File: src/rtl/spi_reg_ctrl.sv
// SPI frame transaction controller: parses command/data bytes from the SPI slave
// and sequences single-beat register bus writes and read prefetches.
module spi_reg_ctrl #(
   parameter bit          AUTO_INC = 1'b1,
   parameter int unsigned TIMEOUT  = 15,
   parameter logic [7:0]  IDLE_TX  = 8'hA5
) (
   input  logic       clk,
   input  logic       rst_n,
   input  logic       spi_busy,
   input  logic [7:0] rx_data,
   input  logic       rx_valid,
   output logic [7:0] tx_data,
   output logic       tx_valid,
   input  logic       tx_ready,
   output logic [6:0] reg_addr,
   output logic [7:0] reg_wdata,
   output logic       reg_we,
   output logic       reg_req,
   input  logic       reg_ack,
   input  logic [7:0] reg_rdata,
   input  logic       clr_err,
   output logic       err_overrun,
   output logic       err_timeout,
   output logic       frame_done
);

   typedef enum logic [2:0] {
      S_IDLE,
      S_CMD,
      S_WR_DATA,
      S_WR_BUS,
      S_RD_BUS,
      S_RD_HOLD
   } state_t;

   localparam logic [3:0] TMO_LAST = 4'(TIMEOUT - 1);

   state_t     state_q, state_d;
   logic       busy_q;
   logic [3:0] tmo_q, tmo_d;
   logic [7:0] tx_data_d, wdata_d;
   logic [6:0] addr_d, addr_next;
   logic       tx_valid_d, we_d, req_d, ovr_d, tmo_err_d, done_d;
   logic       busy_rise, busy_fall;
   logic       req_done, req_expire, set_ovr, set_tmo;

   assign busy_rise  = spi_busy & ~busy_q;
   assign busy_fall  = ~spi_busy & busy_q;
   assign req_done   = reg_req & reg_ack;
   assign req_expire = reg_req & ~reg_ack & (tmo_q == TMO_LAST);
   assign addr_next  = AUTO_INC ? reg_addr + 7'd1 : reg_addr;

   // NOTE: every signal written here gets a default first so no path can infer a latch.
   always_comb begin
      state_d    = state_q;
      tmo_d      = tmo_q;
      tx_data_d  = tx_data;
      tx_valid_d = tx_valid;
      addr_d     = reg_addr;
      wdata_d    = reg_wdata;
      we_d       = reg_we;
      req_d      = reg_req;
      done_d     = 1'b0;
      set_ovr    = 1'b0;
      set_tmo    = req_expire;

      // A request lives until ack or timeout, independent of frame boundaries.
      if (reg_req) begin
         if (reg_ack || req_expire) req_d = 1'b0;
         else                       tmo_d = tmo_q + 4'd1;
      end

      if (busy_fall) begin
         state_d    = S_IDLE;
         done_d     = 1'b1;
         tx_valid_d = 1'b0;
         tx_data_d  = IDLE_TX;
      end else begin
         unique case (state_q)
            S_IDLE: begin
               tx_data_d  = IDLE_TX;
               tx_valid_d = 1'b0;
               if (busy_rise) state_d = S_CMD;
            end
            S_CMD: begin
               if (rx_valid) begin
                  // A leftover request from the previous frame blocks the command.
                  if (reg_req) begin
                     set_ovr = 1'b1;
                  end else begin
                     addr_d = rx_data[6:0];
                     if (rx_data[7]) begin
                        req_d   = 1'b1;
                        we_d    = 1'b0;
                        tmo_d   = '0;
                        state_d = S_RD_BUS;
                     end else begin
                        state_d = S_WR_DATA;
                     end
                  end
               end
            end
            S_WR_DATA: begin
               if (rx_valid) begin
                  wdata_d = rx_data;
                  req_d   = 1'b1;
                  we_d    = 1'b1;
                  tmo_d   = '0;
                  state_d = S_WR_BUS;
               end
            end
            S_WR_BUS: begin
               if (rx_valid) set_ovr = 1'b1;
               if (req_done) begin
                  addr_d  = addr_next;
                  state_d = S_WR_DATA;
               end else if (req_expire) begin
                  state_d = S_IDLE;
               end
            end
            S_RD_BUS: begin
               if (req_done) begin
                  tx_data_d  = reg_rdata;
                  tx_valid_d = 1'b1;
                  state_d    = S_RD_HOLD;
               end else if (req_expire) begin
                  state_d = S_IDLE;
               end
            end
            S_RD_HOLD: begin
               if (tx_ready) begin
                  tx_valid_d = 1'b0;
                  addr_d     = addr_next;
                  req_d      = 1'b1;
                  we_d       = 1'b0;
                  tmo_d      = '0;
                  state_d    = S_RD_BUS;
               end
            end
            default: state_d = S_IDLE;
         endcase
      end

      // Sticky flags: a new error outranks a simultaneous clear.
      ovr_d     = set_ovr ? 1'b1 : (clr_err ? 1'b0 : err_overrun);
      tmo_err_d = set_tmo ? 1'b1 : (clr_err ? 1'b0 : err_timeout);
   end

   // NOTE: sequential state uses non-blocking assignments so all registers update together.
   always_ff @(posedge clk or negedge rst_n) begin
      if (!rst_n) begin
         state_q     <= S_IDLE;
         busy_q      <= 1'b0;
         tmo_q       <= '0;
         tx_data     <= IDLE_TX;
         tx_valid    <= 1'b0;
         reg_addr    <= '0;
         reg_wdata   <= '0;
         reg_we      <= 1'b0;
         reg_req     <= 1'b0;
         err_overrun <= 1'b0;
         err_timeout <= 1'b0;
         frame_done  <= 1'b0;
      end else begin
         state_q     <= state_d;
         busy_q      <= spi_busy;
         tmo_q       <= tmo_d;
         tx_data     <= tx_data_d;
         tx_valid    <= tx_valid_d;
         reg_addr    <= addr_d;
         reg_wdata   <= wdata_d;
         reg_we      <= we_d;
         reg_req     <= req_d;
         err_overrun <= ovr_d;
         err_timeout <= tmo_err_d;
         frame_done  <= done_d;
      end
   end

endmodule

File: config.mk
export PLATFORM = sky130hd
export DESIGN_NAME = spi_reg_ctrl
export DESIGN_NICKNAME = d
export VERILOG_FILES = /design/src/rtl/spi_reg_ctrl.sv
export SDC_FILE = /design/constraint.sdc
export NUM_CORES = 1
export LEC_CHECK = 0
export CORE_MARGIN = 2
export CORE_UTILIZATION = 51
export CTS_CLUSTER_SIZE = 30
export DETAILED_ROUTE_END_ITERATION = 12
export GPL_TIMING_DRIVEN = 0
export PLACE_DENSITY_LB_ADDON = 0.1
export SYNTH_ARGS = -nofsm -noshare
export SYNTH_HDL_FRONTEND = slang
export SYNTH_SLANG_ARGS = --single-unit
File: constraint.sdc
create_clock -name clk -period 4.7 [get_ports clk]
set_clock_uncertainty 0.05 [all_clocks]
set_input_delay 0.705 -clock clk [delete_from_list [all_inputs] [get_ports clk]]
set_output_delay 0.705 -clock clk [all_outputs]
set_load 0.05 [all_outputs]
### After elaboration in Yosys (flattened, before gate mapping)

Index checks and enable logic that the tools add are counted.

* add/subtract/negate cells: 2
* reductions and logical operators: 14
* equality and inequality tests: 18
* bitwise operators: 9
* mux-type cells: 55

Operators by type and width (number)
* $mux 4: 8
* $mux 3: 10
* $mux 7: 4
* $mux 1: 23
* $pmux 7 s3: 1
* $ne 3x3->1 const B: 6
* $pmux 3 s6: 1
* $mux 8: 2
* $pmux 8 s2: 1
* $ne 2x2->1 const B: 6
* $pmux 4 s3: 1
* $pmux 1 s3: 3
* $reduce_bool 3->1: 3
* $add 7x1->7 const B: 1
* $reduce_and 7->1: 1
* $eq 3x2->1 const B: 2
* $eq 3x3->1 const B: 2
* $reduce_and 3->1: 2
* $reduce_and 6->1: 1
* $and 1x1->1: 5
* $reduce_and 5->1: 1
* $add 4x1->4 const B: 1
* $eq 4x4->1 const B: 1
* $not 1->1: 4
* other kinds (7): 8

* flip-flop bits (word level): 37
* output and inout port bits: 29

### Longest topological paths before layout

Gate-level depths: netlist of the first run.

* depth in word-level cells: 11
* gate-level depth with buffers: 8
* depth with buffers taken out: 6

### Worst setup path before layout of the first run

Ideal clock, no wire load.

* kind: input-to-reg
* start point: input spi_busy
* end point: register reg_wdata[0]
* setup time: 0.125 ns
* stages: 6
* data arrival time: 2.002 ns
* path slack: 2.523 ns
* path buffers: 1
* data required time: 4.525 ns
* cells stage by stage: inv_1 > ha_1 > clkbuf_1 > nor2_1 > nand4b_1 > mux2_2

* cells in the longest elaborated chain, start to end: 4

Ends and longest elaborated chain
* from (decl): line 10 `input logic spi_busy,`
* $not 1->1: line 49 `assign busy_fall = ~spi_busy & busy_q;`
* $and 1x1->1: line 49
* named net busy_fall: line 45 `logic busy_rise, busy_fall;`
* $not 1->1 (no line)
* $reduce_and 3->1 (no line)
* to (signal assigned): line 172 `reg_wdata <= wdata_d;`
* to (decl): line 17 `output logic [7:0] reg_wdata,`

The timed path passes the listed nets, and every way through them passes these cells.
A chain may end at the register's enable or synchronous reset.

### Worst setup path in the final report of the first run

Ends and elaborated chain as after synthesis.

==> results of run 1 <==
==> cells in the mapped netlist (2+ instances only) <==
library cell / instances / area, um2
sky130_fd_sc_hd__clkbuf_1: 3 / 11.3
sky130_fd_sc_hd__o21ai_0: 6 / 30.0
sky130_fd_sc_hd__mux2_2: 9 / 101
sky130_fd_sc_hd__dfrtp_1: 33 / 826
sky130_fd_sc_hd__inv_1: 9 / 33.8
sky130_fd_sc_hd__nand3_1: 7 / 35.0
sky130_fd_sc_hd__o22ai_1: 2 / 12.5
sky130_fd_sc_hd__and2_1: 2 / 12.5
sky130_fd_sc_hd__xnor2_1: 2 / 17.5
sky130_fd_sc_hd__dfstp_2: 4 / 105
sky130_fd_sc_hd__ha_1: 4 / 50.1
sky130_fd_sc_hd__mux2i_1: 2 / 20.0
sky130_fd_sc_hd__a21oi_1: 8 / 40.0
sky130_fd_sc_hd__a22oi_1: 2 / 15.0
sky130_fd_sc_hd__nand4_1: 3 / 18.8
sky130_fd_sc_hd__nand2b_1: 2 / 12.5
sky130_fd_sc_hd__a22o_1: 4 / 35.0
sky130_fd_sc_hd__nor2_1: 10 / 37.5
sky130_fd_sc_hd__buf_2: 3 / 15.0
sky130_fd_sc_hd__nand3b_1: 3 / 22.5
sky130_fd_sc_hd__a21o_1: 2 / 15.0
sky130_fd_sc_hd__a31oi_1: 5 / 31.3
sky130_fd_sc_hd__o22a_1: 5 / 43.8
sky130_fd_sc_hd__nand2_1: 10 / 37.5
sky130_fd_sc_hd__nor2b_1: 5 / 31.3
sky130_fd_sc_hd__and3_1: 3 / 18.8
sky130_fd_sc_hd__o211ai_1: 6 / 45.0
==> critical path, delay by kind of cell <==
family | cells | cell delay, ns
adder cells (fa/ha/maj) | 1 | 0.19
multiplexers | 1 | 0.47
buffers and inverters | 3 | 0.73
AND/OR/NAND/NOR | 2 | 0.83
==> per-layer routing <==
layer / GRT usage, % / routed length (um)
met3: 5.03 / 215
met2: 40.5 / 2160
met1: 30.1 / 1930
met4: 11.2 / 112
met5: 0 / 0
==> worst min path at each step <==
stage	startpoint	cells past startpoint	slack (ns)	endpoint
after floorplan	rst_n	0	0.36	busy_q
after global placement	tx_data[3]	1	0.44	tx_data[3]
after detailed placement	tx_data[1]	1	0.44	tx_data[1]
after CTS	rst_n	1	0.42	tmo_q[3]
after global routing	rst_n	1	0.44	tmo_q[3]
final	rst_n	1	0.39	tmo_q[3]
==> cell type report <==
type | instances | area share, %
multi-input cells | 121 | 34.6
flip-flops and latches | 37 | 37.5
clock buffers | 8 | 2.37
repair buffers | 51 | 20.4
inverters | 9 | 1.36
plain buffers | 8 | 1.51
well taps | 46 | 2.32
==> state kept, by name, summed over array words and instances (netlist names) <==
name         flops
err_overrun      1
busy_q           1
tmo_q            4
reg_addr         7
tx_valid         1
reg_wdata        8
state_q          3
tx_data          8
err_timeout      1
reg_we           1
reg_req          1
frame_done       1
==> logic make-up (layout without fill, tap and decap cells) <==
| kind of cell | Yosys count | count (layout) | synth area share (%) |
|---|---|---|---|
| AO/OA/AOI/OAI | 50 | 50 | 20.0 |
| multiplexers | 11 | 11 | 6.52 |
| adder cells (fa/ha/maj) | 4 | 4 | 2.69 |
| XOR/XNOR | 3 | 3 | 1.41 |
| buffers and inverters | 17 | 76 | 3.83 |
| AND/OR/NAND/NOR | 53 | 53 | 15.5 |
| flip-flops | 37 | 37 | 50.0 |
==> power groups by stage <==
| stage | clock network, mW | registers (mW) | logic [mW] |
|---|---|---|---|
| after global routing | 0.195 | 0.530 | 1.05 |
| after CTS | 0.178 | 0.515 | 0.976 |
| final | 0.173 | 0.517 | 0.975 |
| after floorplan | 0 | 0.774 | 0.415 |
| after global placement | 0 | 0.512 | 0.943 |
| after detailed placement | 0 | 0.520 | 0.968 |
==> impl_metrics.env, run 1 <==
export IMPL_status="complete, no violations"
export IMPL_max_slew_margin_pct=46.2
export IMPL_drv_slew=0
export IMPL_ir_worst_vdd_mv=0.439
export IMPL_dp_final_hpwl_um=3170
export IMPL_antennaDiodeCount=0
export IMPL_clock_tree_root_cell="sky130_fd_sc_hd__clkbuf_4"
export IMPL_drt_drc=0
export IMPL_power_switching_uw=806
export IMPL_post_route_period_util_pct=58.6
export IMPL_fin_worst_hold_slack_ns=0.385
export IMPL_power_frac_comb_pct=58.6
export IMPL_max_cap_violations=0
export IMPL_clk_pin_slew_worst_paths_ns=0.10
export IMPL_tns_ns=0
export IMPL_setup_repair_after_global_routing_missed_its_margin="false"
export IMPL_worst_setup_startpoint="spi_busy"
export IMPL_grt_start_max_net_pins=38
export IMPL_rr_startpoint="busy_q"
export IMPL_lkg_pwr_nw=1.03
export IMPL_p_int_uw=859
export IMPL_post_layout_total_power_mw=1.67
export IMPL_timing_hold_worst_class="in -> async"
export IMPL_finalInstanceArea_mm2=0.00248
export IMPL_finalNonFillerCells=280
export IMPL_postLayoutCoreUtil_pct=72.7
export IMPL_period_needed_ns=2.75
export IMPL_placed_area_mm2=0.00242
export IMPL_timing_critical_path_from_type="input pin"
export IMPL_floorplan_die_area_mm2=0.00415
export IMPL_seqPwrFrac_pct=31.0
export IMPL_achievable_frequency_mhz=363
export IMPL_tritoncts="built"
export IMPL_ioPinCount=52
export IMPL_worstSetupPathType="in -> reg"
export IMPL_finalWorstSetupSlack_ns=1.95
export IMPL_placement_setup_worst_slack_ns=1.64
export IMPL_worst_r2r_setup_slack_ns=2.45
export IMPL_num_nets_final=260
export IMPL_ff2ff_path_depth=5
export IMPL_area_sequential_um2=931
export IMPL_grt_antenna_before_repair=0
export IMPL_timing_worst_slew_pin_value_ns=0.807
export IMPL_syn_area_per_cell_um2=10.6
export IMPL_placed_cells_incl_taps=272
export IMPL_power_density_over_cell_area_mw_per_mm2=671
export IMPL_synth_top_flop_cell="sky130_fd_sc_hd__dfrtp_1"
export IMPL_viasPerCell=5.85
export IMPL_cts_path_max_buffers=2
export IMPL_route_final_wire_length_um=4420
export IMPL_rows=21
export IMPL_num_fill_cells=261
export IMPL_slowest_stage="sky130_fd_sc_hd__nand4b_1"
export IMPL_setup_worst_path_end="reg_wdata[0]"
export IMPL_yosys_register_bits=37
export IMPL_synth_lib_cells_used_distinct=48
export IMPL_drive_above_1_share_pct=12.0
export IMPL_synth_warning_count=0
export IMPL_detail_route_wl_per_cell_um=15.8
export IMPL_post_cts_setup_repair_bufs=0
export IMPL_async_flop_share_pct=100
export IMPL_cts_buffers_inserted=5
export IMPL_cp_arrival_ns=2.94
export IMPL_fp_coreArea_mm2=0.00342
export IMPL_layout_commonest_cell="sky130_fd_sc_hd__clkdlybuf4s50_1"
export IMPL_crit_path_cell_trace="clkdlybuf4s50_1 > inv_1 > ha_1 > clkbuf_1 > nor2_1 > nand4b_1 > mux2_2"
export IMPL_place_port_buffers=51
export IMPL_dieWidth_um=64.4
export IMPL_ctsHoldBuffers=0
export IMPL_final_number_of_setup_violating_endpoints=0
export IMPL_mostFrequentLayoutCells="sky130_fd_sc_hd__clkdlybuf4s50_1 (50), sky130_fd_sc_hd__dfrtp_1 (33), sky130_fd_sc_hd__nand2_1 (10), sky130_fd_sc_hd__nor2_1 (10)"
export IMPL_dr_pass1_iters=4
export IMPL_multi_input_area_um2=860
export IMPL_mappedNetlistArea_mm2=0.00186
export IMPL_synthesis_nets=202
export IMPL_area_growth_from_synthesis_to_layout_pct=33.4
export IMPL_gp_congestion=0.901
export IMPL_die_h_um=64.4
export IMPL_grt_overflow_total=0
export IMPL_cp_data_required_time_ns=4.89
export IMPL_synth_edf_count=0
export IMPL_sw_frac_of_total_pct=48.4
export IMPL_grt_first_pass_wirelength_um=7760
export IMPL_gr_usage_all_layers_pct=24.2
export IMPL_cpPeakStageDelay_ns=0.52
export IMPL_critPathMaxFanout=10
export IMPL_via_count_of_the_first_global_routing_pass=1664
export IMPL_clock_sinks=37
export IMPL_ys_seq_area_share_pct=50.0
export IMPL_postSynthCellCount=175
export IMPL_initialDrtViolationCount=94
export IMPL_endpoint_type_of_the_worst_setup_path="flop"
export IMPL_insertion_delay_ns=0.35
export IMPL_r2r_end="reg_wdata[0]"
export IMPL_start_util_pct=54.5
export IMPL_final_hold_violation_count=0
export IMPL_ctsResizeCount=0
export IMPL_postRouteAntennaNets=0
export IMPL_vias=1638
export IMPL_clock_power_share_pct=10.4
export IMPL_htree_num_levels=2
Power figures use the tool's default switching activity.
==> run 2, diff against run 1 <==
--- a/config.mk
+++ b/config.mk
@@ -6,7 +6,7 @@
 export NUM_CORES = 1
 export LEC_CHECK = 0
 export CORE_MARGIN = 2
-export CORE_UTILIZATION = 51
+export CORE_UTILIZATION = 47
 export CTS_CLUSTER_SIZE = 30
 export DETAILED_ROUTE_END_ITERATION = 12
 export GPL_TIMING_DRIVEN = 0
==> constraint.sdc (replaced) <==
create_clock -name clk -period 2.6 [get_ports clk]
set_clock_uncertainty 0.05 [all_clocks]
set_input_delay 0.39 -clock clk [delete_from_list [all_inputs] [get_ports clk]]
set_output_delay 0.39 -clock clk [all_outputs]
set_load 0.05 [all_outputs]
==> impl_metrics.env, run 2 (synthesis gave the netlist of run 1 again) <==
export IMPL_clk_pin_slew_worst_paths_ns=0.07
export IMPL_timing_worst_slew_pin_value_ns=0.783
export IMPL_layout_top_registers="reg_wdata (8), tx_data (8), reg_addr (7)"
export IMPL_ioPinCount=52
export IMPL_detail_route_wl_per_cell_um=15.2
export IMPL_antennaDiodeCount=0
export IMPL_post_route_period_util_pct=83.8
export IMPL_fp_coreArea_mm2=0.00374
export IMPL_floorplan_die_area_mm2=0.00448
export IMPL_placed_area_mm2=0.00243
export IMPL_tritoncts="built"
export IMPL_dieWidth_um=66.9
export IMPL_drive_above_1_share_pct=13.2
export IMPL_drv_slew=0
export IMPL_via_count_of_the_first_global_routing_pass=1614
export IMPL_num_nets_final=261
export IMPL_timing_critical_path_from_type="input pin"
export IMPL_grt_start_max_net_pins=38
export IMPL_dp_final_hpwl_um=3240
export IMPL_timing_hold_worst_class="in -> async"
export IMPL_route_final_wire_length_um=4290
export IMPL_postRouteAntennaNets=0
export IMPL_gr_usage_all_layers_pct=21.8
export IMPL_post_layout_total_power_mw=3.12
export IMPL_postLayoutCoreUtil_pct=67.7
export IMPL_period_needed_ns=2.18
export IMPL_area_growth_from_synthesis_to_layout_pct=36.2
export IMPL_cp_arrival_ns=2.31
export IMPL_grt_antenna_before_repair=0
export IMPL_endpoint_type_of_the_worst_setup_path="flop"
export IMPL_grt_overflow_total=0
export IMPL_worstSetupPathType="in -> reg"
export IMPL_final_hold_violation_count=0
export IMPL_tns_ns=0
export IMPL_cp_data_required_time_ns=2.73
export IMPL_initialDrtViolationCount=88
export IMPL_gp_congestion=0.879
export IMPL_num_fill_cells=318
export IMPL_vias=1631
export IMPL_insertion_delay_ns=0.29
export IMPL_place_port_buffers=51
export IMPL_rr_startpoint="busy_q"
export IMPL_cts_path_max_buffers=2
export IMPL_clock_sinks=37
export IMPL_placement_setup_worst_slack_ns=-0.159
export IMPL_drt_drc=0
export IMPL_max_slew_margin_pct=47.8
export IMPL_die_h_um=66.9
export IMPL_mostFrequentLayoutCells="sky130_fd_sc_hd__clkdlybuf4s50_1 (50), sky130_fd_sc_hd__dfrtp_1 (33), sky130_fd_sc_hd__nand2_1 (10), sky130_fd_sc_hd__nor2_1 (10)"
export IMPL_cts_buffers_inserted=5
export IMPL_htree_num_levels=2
export IMPL_ir_worst_vdd_mv=0.711
export IMPL_achievable_frequency_mhz=459
export IMPL_rows=22
export IMPL_status="complete, no violations"
export IMPL_finalInstanceArea_mm2=0.00254
export IMPL_lkg_pwr_nw=1.06
export IMPL_viasPerCell=5.76
export IMPL_critPathMaxFanout=10
export IMPL_worst_setup_startpoint="spi_busy"
export IMPL_grt_first_pass_wirelength_um=7250
export IMPL_power_density_over_cell_area_mw_per_mm2=1230
export IMPL_dr_pass1_iters=4
export IMPL_clock_tree_root_cell="sky130_fd_sc_hd__clkbuf_8"
export IMPL_setup_repair_after_global_routing_missed_its_margin="false"
export IMPL_max_cap_violations=0
export IMPL_start_util_pct=49.7
export IMPL_finalWorstSetupSlack_ns=0.422
export IMPL_final_number_of_setup_violating_endpoints=0
export IMPL_layout_commonest_cell="sky130_fd_sc_hd__clkdlybuf4s50_1"
run 2: cell types whose count changed in the layout (fill, tap and decap cells not counted), sizes merged:
cell | previous run | this run
buf | 6 | 7
clkbuf | 11 | 10
clkinv | 0 | 1
run 2: critical path, cell delays in order:
cell                              delay (ns)
sky130_fd_sc_hd__clkdlybuf4s50_1        0.48
sky130_fd_sc_hd__inv_1                  0.05
sky130_fd_sc_hd__ha_1                   0.19
sky130_fd_sc_hd__clkbuf_1               0.20
sky130_fd_sc_hd__nor2_1                 0.31
sky130_fd_sc_hd__nand3_1                0.16
sky130_fd_sc_hd__o211ai_1               0.16
sky130_fd_sc_hd__mux2_2                 0.36
run 2: layout make-up:
class | instances | area [um2] | share of cell area (%)
plain buffers | 8 | 37.5 | 1.48
multi-input cells | 121 | 860 | 33.9
flip-flops and latches | 37 | 931 | 36.7
inverters | 9 | 33.8 | 1.33
well taps | 48 | 60.1 | 2.37
clock inverters | 1 | 5.00 | 0.197
repair buffers | 52 | 513 | 20.2
clock buffers | 7 | 96.3 | 3.80
run 2: worst paths after layout:
check	end	cells after the start	slack, ns
max reg2reg	state_q[0]	6	0.69
max in group asynchronous	reg_addr[1]	1	1.88
min in group clk	reg_wdata[6]	1	0.46
max	state_q[0]	8	0.42
min	state_q[2]	1	0.13
min reg2reg	reg_wdata[6]	1	0.46
run 2: metal layers:
layer,global-route usage [%],wire length (um)
met1,27.3,1900
met2,36.4,2120
met3,5.57,236
met4,7.40,46
met5,0,0
run 2: power breakdown:
| group | leakage (nW) | internal (mW) | total [mW] | switching (mW) |
|---|---|---|---|---|
| registers | 0.457 | 0.766 | 0.927 | 0.161 |
| logic | 0.548 | 0.659 | 1.76 | 1.10 |
| clock network | 0.0542 | 0.239 | 0.434 | 0.194 |
run 2: timing repair:
item | CTS | global route
setup endpoints to repair | 0 | 8
setup buffers | 0 | 1
resized for setup | 0 | 0
hold buffers | 0 | 0
run 2: per-stage QoR:
stage          hold WS (ns)  instances
2_1_floorplan        0.0444        175
3_3_place_gp          0.437        274
3_5_place_dp          0.449        274
4_1_cts               0.157        282
5_1_grt               0.188        283
6_report              0.130        283
==> patch 1 (config.mk and constraints of run 1) <==
Set the parameter `AUTO_INC` to 1'b0 (it was 1'b1).
--- a/src/rtl/spi_reg_ctrl.sv
+++ b/src/rtl/spi_reg_ctrl.sv
@@ -1,7 +1,7 @@
 // SPI frame transaction controller: parses command/data bytes from the SPI slave
 // and sequences single-beat register bus writes and read prefetches.
 module spi_reg_ctrl #(
-   parameter bit          AUTO_INC = 1'b1,
+   parameter bit          AUTO_INC = 1'b0,
    parameter int unsigned TIMEOUT  = 15,
    parameter logic [7:0]  IDLE_TX  = 8'hA5
 ) (
Function: changed (Yosys sat finds a counterexample within 10 cycles, from zero or initial values and one cycle with rst_n low).
==> patch 1 against run 1 <==
Register-to-register slack improved by 0.44 ns; setup slack improved by 0.32 ns; sequential cell count did not move; non-clock buffer count fell by 2; combinational power fell by 12%; utilization fell by 0.34 points; largest power group unchanged; wire length fell by 16%; final area fell by 3.5%; critical path depth fell by 6; total power fell by 5.8%; area after synthesis fell by 6.1%; sequential share of layout area rose by 1.4 points; largest cell class unchanged; highest routed layer unchanged.
==> patch 1: results (changes against run 1) <==
| Metric | Value |
|---|---|
| Initial antenna violation count | `0 (unchanged)` |
| Post-DP HPWL | `2747 um (-13%)` |
| Via/cell ratio | `5.354 (-8.5%)` |
| P_clk | `0.228 mW (+32%)` |
| M2 GR Usage | `33.87% (-6.6 points)` |
| Met3 GRT Util | `6.126% (+1.1 points)` |
| Clk pwr share | `14.6% (+4.2 points)` |
| First-pass GRT wire length | `6389 um (-18%)` |
| Regs by FF count | `reg_wdata x8, tx_data x8, reg_addr x7` |
| Critical Path AT | `1.68 ns (-1.26 ns)` |
| Clock Tree Root | `clkbuf_4` |
| Vias in the first global route | `1310 (-21%)` |
| Delay-heaviest family, CP | `buffers and inverters` |
| Share of layout cells above drive strength 1 | `19.07% (+7.1 points)` |
| CP max FO | `2 (-8)` |
| Synth area leaders | `dfrtp_1 (47%), mux2_4 (6.9%), dfstp_2 (6.0%), mux2_1 (4.5%), a22o_1 (2.5%)` |
| Routed metal-1 wire length | `1665 um (-14%)` |
| Mapped Nets | `161 (-20%)` |
| Met1 usage | `27.03% (-3.1 points)` |
| Met2 wire len | `1827 um (-16%)` |
| P_leak | `1.040 nW (+0.64%)` |
| Avg WL per Cell | `15.48 um (-2.0%)` |
| # diodes | `0 (unchanged)` |
| Max incr delay on CP | `0.80 ns (+0.28 ns)` |
| Crit. Startpoint | `tx_data[0]$_DFFE_PN1P_` |
| Worst R2R End | `state_q[0]$_DFFE_PN0P_` |
| Post-synthesis mux area share | `12.03% (+5.5 points)` |
| Final worst slack | `2.265 ns (+0.3173 ns)` |
| Num CTS Buffers | `5 (unchanged)` |
| GR Util All Layers | `20.76% (-3.4 points)` |
| FFs w/ async S/R, synth | `100.0% (unchanged)` |
| Largest net degree at the start of global routing | `38 (unchanged)` |
| Worst setup path endpoint | `tx_data[0]` |
| Hold Crit Class | `in -> async` |
| CP max stage cell | `clkdlybuf4s50_1` |
| Worst-Skew Late Latency | `0.33 ns (-0.02 ns)` |
| Final antenna-violating net count | `0 (unchanged)` |
| Post-synthesis compound-gate area fraction | `14.17% (-5.9 points)` |
| Pre-CTS setup slack | `2.040 ns (+0.4043 ns)` |
| Slew @ Worst Pin | `0.8069 ns (+0.0003398 ns)` |
| Sequential share of the synthesized area | `53.26% (+3.3 points)` |
| Status | `completed` |
| Total Nets Final | `219 (-16%)` |
| RD Place Congestion | `0.7683 (-15%)` |
| Combinational Power Share | `54.9% (-3.7 points)` |
| Iteration-0 DRC Markers | `92 (-2.1%)` |
| Category of the most critical setup path | `reg -> out` |
| Adder-Cell Fraction of Synth Area | `2.147% (-0.54 points)` |
| Reg clk slew, reported paths | `0.12 ns (+0.02 ns)` |
| Peak supply drop | `0.3954 mV (-9.9%)` |
| Met3 WL post-DR | `181 um (-16%)` |
| Post-Synth XOR/XNOR Area | `2.004% (+0.59 points)` |
| Yosys warns | `0 (unchanged)` |
| Sw power | `0.6774 mW (-16%)` |
| Ranking of synthesized cells by instance count | `dfrtp_1 (33), mux2_4 (8), mux2_1 (7)` |
| FF-to-FF setup slack | `2.89 ns (+0.44 ns)` |
==> patch 1: metrics by stage <==
| stage | instances | area, um2 | hold slack [ns] | utilization [%] |
|---|---|---|---|---|
| 2_1_floorplan | 135 | 1748 | 0.3594 | - |
| 3_3_place_gp | 232 | 2316 | 0.4163 | 69.95 |
| 3_5_place_dp | 232 | 2311 | 0.4209 | 69.80 |
| 4_1_cts | 240 | 2396 | 0.4130 | 72.37 |
| 5_1_grt | 240 | 2396 | 0.4229 | 72.37 |
| 6_report | 240 | 2396 | 0.3848 | 72.37 |
==> patch 1: cell type report <==
cell class | instances | area (um2)
timing repair buffer | 51 | 505.5
sequential | 37 | 930.9
clock buffer | 7 | 55.05
multi-input combinational | 85 | 749.5
buffer | 6 | 41.29
inverter | 7 | 26.28
clock inverter | 1 | 30.03
fill | 250 | 914.6
tap | 46 | 57.56
==> patch 2 (config.mk and constraints of run 1) <==
Made on the original files. Put one more register stage on the output `err_overrun`, cleared by the reset. The value now appears one clock later. The other outputs are not delayed to match.
--- a/src/rtl/spi_reg_ctrl.sv
+++ b/src/rtl/spi_reg_ctrl.sv
@@ -35,6 +35,8 @@
    } state_t;
 
    localparam logic [3:0] TMO_LAST = 4'(TIMEOUT - 1);
+
+   logic err_overrun_s0;
 
    state_t     state_q, state_d;
    logic       busy_q;
@@ -143,7 +145,7 @@
       end
 
       // Sticky flags: a new error outranks a simultaneous clear.
-      ovr_d     = set_ovr ? 1'b1 : (clr_err ? 1'b0 : err_overrun);
+      ovr_d     = set_ovr ? 1'b1 : (clr_err ? 1'b0 : err_overrun_s0);
       tmo_err_d = set_tmo ? 1'b1 : (clr_err ? 1'b0 : err_timeout);
    end
 
@@ -159,7 +161,7 @@
          reg_wdata   <= '0;
          reg_we      <= 1'b0;
          reg_req     <= 1'b0;
-         err_overrun <= 1'b0;
+         err_overrun_s0 <= 1'b0;
          err_timeout <= 1'b0;
          frame_done  <= 1'b0;
       end else begin
@@ -172,11 +174,19 @@
          reg_wdata   <= wdata_d;
          reg_we      <= we_d;
          reg_req     <= req_d;
-         err_overrun <= ovr_d;
+         err_overrun_s0 <= ovr_d;
          err_timeout <= tmo_err_d;
          frame_done  <= done_d;
       end
    end
 
+   always_ff @(posedge clk or negedge rst_n) begin
+      if (!rst_n) begin
+         err_overrun <= '0;
+      end else begin
+         err_overrun <= err_overrun_s0;
+      end
+   end
+
 endmodule
 
Formal check against the unedited RTL: not equivalent (Yosys sat finds a counterexample within 10 cycles, from zero or initial values and one cycle with rst_n low).
==> patch 2 against run 1 <==
Sequential cell count is 1 higher; wire length is 2.9% lower; setup slack gained 0.23 ns; register-to-register slack better by 0.32 ns; area after synthesis rose by 6.9%; first-iteration DRC count decreased by 2.1%; final area increased by 6.1%; total power fell by 3.7%; cell count grew 11%; maximum frequency rose by 9.2%; critical path type unchanged; critical endpoint is now reg_wdata[6]$_DFFE_PN0P_; largest power group unchanged.
==> patch 2: results (changes against run 1) <==
| Metric | Value |
|---|---|
| Status | `completed` |
| RD Place Congestion | `0.8838 (-1.9%)` |
| Met3 WL post-DR | `266 um (+24%)` |
| NonClk Buf Share | `21.46% (-0.40 points)` |
| Dpl cell area | `2545 um2 (+5.0%)` |
| Yosys reg bits | `38 (+2.7%)` |
| Worst-Skew Late Latency | `0.28 ns (-0.07 ns)` |
| Row count | `22 (+4.8%)` |
| Adder-Cell Fraction of Synth Area | `2.516% (-0.17 points)` |
| Sequential share of the synthesized area | `48.05% (-1.9 points)` |
| Ranking of synthesized cells by instance count | `dfrtp_1 (34), nand2_1 (19), a21oi_1 (15)` |
| CP max stage cell | `clkdlybuf4s50_1` |
| Multi-input gate area | `910.9 um2 (+6.0%)` |
| Non-clk bufs | `63 (+6.8%)` |
| Pre-CTS setup slack | `1.857 ns (+0.2214 ns)` |
| Hold Crit Class | `reg -> reg` |
| M2 GR Usage | `35.25% (-5.2 points)` |
| Delay-heaviest family, CP | `buffers and inverters` |
| Internal power | `0.8685 mW (+1.1%)` |
| Share of layout cells above drive strength 1 | `13.36% (+1.4 points)` |
| Synth area leaders | `dfrtp_1 (43%), dfstp_2 (5.3%), mux2_2 (4.5%), a21oi_1 (3.8%), nand2_1 (3.6%)` |
| Fillers | `312 (+20%)` |
| Vias in the first global route | `1619 (-2.7%)` |
| Post-synthesis compound-gate area fraction | `18.62% (-1.4 points)` |
| Reg clk slew, reported paths | `0.06 ns (-0.04 ns)` |
| Via/cell ratio | `5.513 (-5.8%)` |
| Post-synthesis mux area share | `5.535% (-0.98 points)` |
| Post-DP HPWL | `3101 um (-2.2%)` |
| Peak supply drop | `0.5423 mV (+24%)` |
| Max incr delay on CP | `0.48 ns (-0.04 ns)` |
| GR Util All Layers | `21.62% (-2.5 points)` |
| Clk tree area frac | `3.419% (+1.1 points)` |
| Post-Synth XOR/XNOR Area | `1.761% (+0.35 points)` |
| Synthesized area per cell | `9.752 um2 (-8.3%)` |
| # port buffers | `50 (-2.0%)` |
| Met3 GRT Util | `5.236% (+0.20 points)` |
| Seq area share | `36.28% (-1.2 points)` |
| P_leak | `1.147 nW (+11%)` |
| Multi-input gates | `139 (+15%)` |
| Total Nets Final | `288 (+11%)` |
| Placed cells | `302 (+11%)` |
| Inverter count | `14 (+5)` |
| Post-Route Utilization | `70.91% (-1.8 points)` |
| Avg WL per Cell | `13.86 um (-12%)` |
## patch 2: final timing paths
check,end,slack [ns],depth (start not counted)
worst max-delay path,reg_wdata[6]$_DFFE_PN0P_,2.18,7
worst min-delay path,err_overrun$_DFF_PN0_,0.35,0
min in group asynchronous,reg_wdata[3]$_DFFE_PN0P_,0.47,1
max in group asynchronous,reg_wdata[6]$_DFFE_PN0P_,3.60,1
worst min register to register,err_overrun$_DFF_PN0_,0.35,0
worst max register to register,reg_wdata[6]$_DFFE_PN0P_,2.77,5
## patch 2: worst register-to-register path, stage by stage, from the launching register on
cell,delay (ns)
dfrtp_1,0.37
ha_1,0.19
clkbuf_1,0.22
nor2_1,0.20
nand3_1,0.38
mux2_2,0.40
## patch 2: power groups by stage
stage | registers, mW | logic [mW] | clock network [mW]
final | 0.500 | 0.881 | 0.222
after global routing | 0.512 | 0.953 | 0.244
after CTS | 0.500 | 0.882 | 0.230
after detailed placement | 0.505 | 0.877 | 0
after global placement | 0.503 | 0.870 | 0
after floorplan | 0.758 | 0.359 | 0
